==> src/rtl/ram_arbiter.sv <==
// ram_arbiter: shares one single-port RAM between the instruction-fetch port (A,
// read-only) and the load/store port (B, read/write). It performs one access at a
// time through IDLE -> ISSUE -> WAIT -> DONE. Round-robin priority applies when
// both ports request in the same IDLE cycle.
module ram_arbiter #(
    parameter int DATA_WIDTH = 32,
    parameter int ADDR_WIDTH = 16
) (
    input  logic                  i_clk,
    input  logic                  i_rst_n,

    // Port A: instruction fetch, read-only
    input  logic                  i_a_req,
    input  logic [ADDR_WIDTH-1:0] i_a_addr,
    output logic                  o_a_ack,
    output logic [DATA_WIDTH-1:0] o_a_rdata,

    // Port B: load/store
    input  logic                  i_b_req,
    input  logic                  i_b_we,
    input  logic [ADDR_WIDTH-1:0] i_b_addr,
    input  logic [DATA_WIDTH-1:0] i_b_wdata,
    output logic                  o_b_ack,
    output logic [DATA_WIDTH-1:0] o_b_rdata,

    // RAM side
    output logic [ADDR_WIDTH-1:0] o_ram_addr,
    output logic                  o_ram_we,
    output logic [DATA_WIDTH-1:0] o_ram_wdata,
    input  logic [DATA_WIDTH-1:0] i_ram_rdata,

    output logic                  o_busy
);

    typedef enum logic [1:0] {
        ST_IDLE  = 2'd0,
        ST_ISSUE = 2'd1,
        ST_WAIT  = 2'd2,
        ST_DONE  = 2'd3
    } state_t;

    typedef enum logic {
        GRANT_A = 1'b0,
        GRANT_B = 1'b1
    } grant_t;

    state_t state;
    state_t state_nxt;

    grant_t last_grant;   // port served by the most recently completed access
    grant_t arb_grant;    // winner if the FSM leaves IDLE this cycle
    grant_t cmd_grant;    // port owning the access in flight
    logic   cmd_we;       // access in flight is a write
    logic   any_req;
    logic   start;        // an access is accepted at the end of this cycle

    // Round-robin arbitration between the two requesters, evaluated every cycle
    // but only acted on in IDLE.
    always_comb begin
        // NOTE: every variable gets a default before any branch so no latch is inferred.
        arb_grant = GRANT_A;
        any_req   = i_a_req | i_b_req;
        if (i_a_req && i_b_req) begin
            arb_grant = (last_grant == GRANT_B) ? GRANT_A : GRANT_B;
        end else if (i_b_req) begin
            arb_grant = GRANT_B;
        end
    end

    assign start = (state == ST_IDLE) && any_req;

    // Next-state logic: only IDLE waits on requests, the access phases are fixed.
    always_comb begin
        state_nxt = state;
        unique case (state)
            ST_IDLE:  if (any_req) state_nxt = ST_ISSUE;
            ST_ISSUE: state_nxt = ST_WAIT;
            ST_WAIT:  state_nxt = ST_DONE;
            ST_DONE:  state_nxt = ST_IDLE;
            default:  state_nxt = ST_IDLE;
        endcase
    end

    // State register.
    always_ff @(posedge i_clk) begin
        // NOTE: sequential state uses non-blocking assignments so every register
        // samples pre-edge values regardless of statement order.
        if (!i_rst_n) begin
            state <= ST_IDLE;
        end else begin
            state <= state_nxt;
        end
    end

    // Command registers: capture the winner's address, direction and data on the
    // IDLE -> ISSUE edge. The RAM address and write-data outputs are these
    // registers, so they hold their value for the rest of the access and
    // beyond. A port-A access leaves the write-data register unchanged.
    always_ff @(posedge i_clk) begin
        if (!i_rst_n) begin
            cmd_grant   <= GRANT_A;
            cmd_we      <= 1'b0;
            o_ram_addr  <= '0;
            o_ram_wdata <= '0;
        end else if (start) begin
            cmd_grant <= arb_grant;
            if (arb_grant == GRANT_B) begin
                cmd_we      <= i_b_we;
                o_ram_addr  <= i_b_addr;
                o_ram_wdata <= i_b_wdata;
            end else begin
                cmd_we      <= 1'b0;
                o_ram_addr  <= i_a_addr;
            end
        end
    end

    // Read-data return: the RAM output is valid during WAIT and is captured on the
    // WAIT -> DONE edge into the granted port's holding register. Writes leave both
    // registers untouched.
    always_ff @(posedge i_clk) begin
        if (!i_rst_n) begin
            o_a_rdata <= '0;
            o_b_rdata <= '0;
        end else if (state == ST_WAIT && !cmd_we) begin
            if (cmd_grant == GRANT_A) begin
                o_a_rdata <= i_ram_rdata;
            end else begin
                o_b_rdata <= i_ram_rdata;
            end
        end
    end

    // Round-robin history: updated when the access retires (DONE -> IDLE).
    // It resets to B so that A wins the first contention.
    always_ff @(posedge i_clk) begin
        if (!i_rst_n) begin
            last_grant <= GRANT_B;
        end else if (state == ST_DONE) begin
            last_grant <= cmd_grant;
        end
    end

    // Outputs decoded from registered state only; no path from any request input.
    // The write strobe is high for the single ISSUE cycle of a B write. The RAM
    // samples it on the same edge that may also apply reset, so a write that has
    // reached the end of ISSUE still commits.
    assign o_ram_we = (state == ST_ISSUE) && cmd_we;
    assign o_a_ack  = (state == ST_DONE) && (cmd_grant == GRANT_A);
    assign o_b_ack  = (state == ST_DONE) && (cmd_grant == GRANT_B);
    assign o_busy   = (state != ST_IDLE);

endmodule

==> config.mk <==
export PLATFORM = sky130hd
export DESIGN_NAME = ram_arbiter
export DESIGN_NICKNAME = d
export VERILOG_FILES = /design/src/rtl/ram_arbiter.sv
export SDC_FILE = /design/constraint.sdc
export NUM_CORES = 1
export LEC_CHECK = 0
export CORE_MARGIN = 1
export CORE_UTILIZATION = 45
export DETAILED_ROUTE_END_ITERATION = 6
export DONT_BUFFER_PORTS = 1
export PLACE_DENSITY = 0.6
export SLEW_MARGIN = 25
export SYNTH_ARGS = -nofsm -noshare
export SYNTH_HDL_FRONTEND = slang
export SYNTH_SLANG_ARGS = --single-unit
==> constraint.sdc <==
create_clock -name i_clk -period 1.75 [get_ports i_clk]
set_input_delay 0.35 -clock i_clk [delete_from_list [all_inputs] [get_ports i_clk]]
set_output_delay 0.35 -clock i_clk [all_outputs]
set_load 0.02 [all_outputs]
==> results of run 1 <==
[cell families after synthesis]
| kind of cell | synth area share, % |
|---|---|
| multiplexers | 6.976 |
| AND/OR/NAND/NOR | 20.38 |
| flip-flops | 51.01 |
| adder cells (fa/ha/maj) | 1.090 |
| buffers and inverters | 4.414 |
| AO/OA/AOI/OAI | 16.13 |
[synth_stat cells]
| cell | instances |
|---|---|
| clkbuf_1 | 16 |
| and2_1 | 2 |
| o22ai_1 | 1 |
| buf_2 | 18 |
| a21boi_0 | 47 |
| inv_1 | 4 |
| or3b_1 | 1 |
| nand2b_1 | 1 |
| and3b_1 | 1 |
| nand2_1 | 227 |
| nor3b_2 | 1 |
| a31oi_1 | 16 |
| buf_1 | 1 |
| o21ai_0 | 17 |
| ha_1 | 4 |
| a21boi_4 | 1 |
| nand2_4 | 1 |
| nand3b_1 | 1 |
| buf_6 | 3 |
| nor2_1 | 1 |
| a21oi_1 | 2 |
| or4_1 | 1 |
| dfxtp_1 | 117 |
| a21boi_1 | 19 |
| o21a_1 | 1 |
| o31ai_1 | 1 |
| mux2i_1 | 32 |
| a21bo_1 | 1 |
| nor3_1 | 1 |
[metrics by stage]
| step | cell area [µm²] | utilization [%] |
|---|---|---|
| global placement | 4687 | 47.73 |
| floorplan | 4592 | - |
| detailed placement | 4687 | 47.73 |
==> flow_summary.ini, run 1 <==
[clock_network]
htreeDepth = 4
post_cts_buffers = 0
clk_path_buf_depth = 2
post_cts_resized = 4
cts_buffers = 17
root_buffer = clkbuf_8
cts.sinks = 117
hold_buffers = 136

[logic_synthesis]
ys_seq_area_share_pct = 51.01
yosys_warnings = 0
synth.area.top_cells = dfxtp_1, nand2_1, a21boi_0, mux2i_1, a21boi_1
netlist_area_um2 = 4592
synth_cell_type_count = 29
syn-num-nets = 644
ys_ff_latch = 117
syn_inst = 539
syn-mean-instance-area_um2 = 8.519
yosysTopAreaCell = dfxtp_1
synth_top_cell_area_share_pct = 51.01

[place]
globalplace.congestion = 0.7816
numPlacedInstances = 642
dp_worst_setup_slack_ps = 189.7
io_buffer_count = 0
hpwl_mm = 6.901

[die]
ios = 217
die_h_um = 103.0
rows = 36
start_util_pct = 46.76
die_x_um = 103.0

[outcome]
error = [ERROR RSZ-0060] Max buffer count reached.
status = aborted with a tool error
lastStage = clock tree synthesis (4_1_cts)
==> inputs of run 2 (changes only) <==
--- a/config.mk
+++ b/config.mk
@@ -6,10 +6,10 @@
 export NUM_CORES = 1
 export LEC_CHECK = 0
 export CORE_MARGIN = 1
-export CORE_UTILIZATION = 45
+export CORE_UTILIZATION = 30
 export DETAILED_ROUTE_END_ITERATION = 6
 export DONT_BUFFER_PORTS = 1
-export PLACE_DENSITY = 0.6
+export PLACE_DENSITY_LB_ADDON = 0.15
 export SLEW_MARGIN = 25
 export SYNTH_ARGS = -nofsm -noshare
 export SYNTH_HDL_FRONTEND = slang
==> run 2 against run 1 <==
- synthesized area stayed put
- synthesized cell count stayed put
- the run now ends clean
==> flow_summary.ini, run 2 <==
[logic_synthesis]
synth_top_family_by_area = simple AND/OR/NAND/NOR gates
synth-async-reset-ratio_pct = 0
ys_seq_area_share_pct = 51.01
synth_compound_area_share_pct = 16.13
synthXorXnorAreaFrac_pct = 0
netlist_area_um2 = 4592
yosysTopAreaCell = dfxtp_1
synth_common_cells = nand2_1, dfxtp_1, a21boi_0
syn_inst = 539
yosysMostFrequentCell = nand2_1
synthSimpleGateAreaFrac_pct = 20.38
synth_top_cell_area_share_pct = 51.01
yosys_warnings = 0
syn-mean-instance-area_um2 = 8.519
synth_cell_type_count = 29
syn-num-nets = 644
yosys_most_used_dff = dfxtp_1
ys_ff_latch = 117
synth.area.top_cells = dfxtp_1, nand2_1, a21boi_0, mux2i_1, a21boi_1
post_synth_fa_ha_maj_area_fraction_pct = 1.090
synthMuxAreaShare_pct = 6.975
synth-edff-count = 0

[critical_path]
r2r_slack_ps = 160
rr_startpoint = state[0]
start_kind = flop
cp_slowest_stage_delay_ps = 360
cp_data_required_time_ps = 1400
cp_max_fo = 3
end_kind = output pin
critical_path_class = flop to output pin
path_cells = inv_1 -> ha_1 -> and2_1
crit_start = state[1]
critPathSlowestCell = dfxtp_1
reg2reg_to = o_a_rdata[28]
crit_arrival_ps = 1270
cp-endpoint = o_ram_we
rr_worst_depth = 6

[place]
numPlacedInstances = 693
dp_worst_setup_slack_ps = 197.2
globalplace.congestion = 0.7314
dpl_cell_area_um2 = 4763
hpwl_mm = 7.638
io_buffer_count = 0

[timing]
slew_headroom_pct = 68.73
finalHoldViolCount = 0
period_minus_slack_ps = 1623
setup_viol = 0
worst_slack_ps = 127.3
holdWs_ps = 38.58
rsz0062_at_grt = false
final.setup.tns_ps = 0
clock.fmax_mhz = 616.2
finalClockSkew_ps = 9.711
tightest_slew_ps = 469.1
fin_crit_sh_pct = 92.73
finalMaxSlewViolations = 0

[final_layout]
antenna_cells = 0
fin_cells = 721
fill_cells = 1566
layout_commonest_cell = nand2_1
drive_gt1_share_pct = 7.263
finalInstanceArea_um2 = 5324
final_cell_mix = nand2_1, dfxtp_1, a21boi_0, mux2i_1, a21boi_1
reg_top3 = o_a_rdata (32), o_b_rdata (32), o_ram_wdata (32)
syn2layout_area_growth_pct = 15.94
final_util_pct = 36.08
fin_nets = 633

[global_route]
overflow = 0
grt_max_degree = 151
antenna_found_initial = 0
grtUsageMet3_pct = 7.732
use_met2_pct = 23.43
grt.busiest_layer = met2
track_usage_pct = 14.92
grt_pass1_vias = 3608
grt_util_met1_pct = 16.74
grt_pass1_wl_mm = 18.44

[routing]
wl_per_cell_um = 15.69
first_pass_iters = 4
via_per_inst = 4.874
postRouteWirelength_mm = 11.32
drt_iter0_markers = 128
drc_errors = 0
num_vias = 3514
ant_nets = 0

[worst_hold_path]
worstHoldPathType = input pin to flop

[clock_network]
cts_tree = built
post_cts_buffers = 0
clkTransAtPathRegs_ps = 50
cts_buffers = 17
cts.sinks = 117
clk_path_buf_depth = 2
insertion_delay_ps = 400
htreeDepth = 4
root_buffer = clkbuf_16
hold_buffers = 0

[die]
ios = 217
die_x_um = 125.7
die_h_um = 125.7
start_util_pct = 31.12
core_area_um2 = 14750
die-area_um2 = 15810
rows = 44

[run]
maxCapViolations = 0

[power]
p_total_mw = 8.421
power_density_nw_per_um2 = 1582
ir_drop_mv = 0.6290
power.leakage_nw = 2.083

[outcome]
status = complete, no violations
## run 2: cell counts after synthesis
Identical to the previous run, type by type.
## run 2: area by class of cell
class | count | area, µm² | share of cell area (%)
clock buffer | 22 | 464.2 | 8.719
clock inverter | 6 | 80.08 | 1.504
inverter | 4 | 15.01 | 0.2820
multi-input combinational | 380 | 2068 | 38.85
sequential | 117 | 2344 | 44.02
tap | 184 | 230.2 | 4.324
timing repair buffer | 8 | 122.6 | 2.303
## run 2: cells by family after synthesis
logic type | count (synthesis)
buffers and inverters | 42
muxes | 32
adders and majority gates | 4
AOI/OAI and AO/OA | 106
DFF | 117
and+or+nand+nor | 238
## run 2: how the worst min path moves through the flow
stage	from	end	slack, ps	depth (start not counted)
after global placement	i_rst_n	last_grant	440	1
after CTS	i_rst_n	last_grant	10	1
after global routing	i_rst_n	last_grant	8	1
after floorplan	i_ram_rdata[1]	o_a_rdata[1]	480	2
final	i_rst_n	last_grant	40	1
after detailed placement	i_rst_n	last_grant	450	1
## run 2: metal layers
layer,vias up,part of all wire (%)
li1,1741,-
met1,1601,42
met2,162,45
met3,10,11
met4,0,1.4
met5,-,0
## run 2: power breakdown
part	switching [mW]	internal [mW]	total, mW
registers	0.772	3.08	3.86
clock network	1.14	2.13	3.27
logic	0.736	0.561	1.30
## run 2: timing repair
item                                    in CTS  in global routing
gates cloned                                 0                  0
resized for setup                            1                  3
endpoints found under the setup margin       1                  2
## run 2: worst max-delay path: cells and delay by family (launching register included)
family | cells | cell delay, ps
DFF | 1 | 360
adders and majority gates | 1 | 180
buffers and inverters | 1 | 110
and+or+nand+nor | 1 | 220
(Power assumes the default switching activity.)
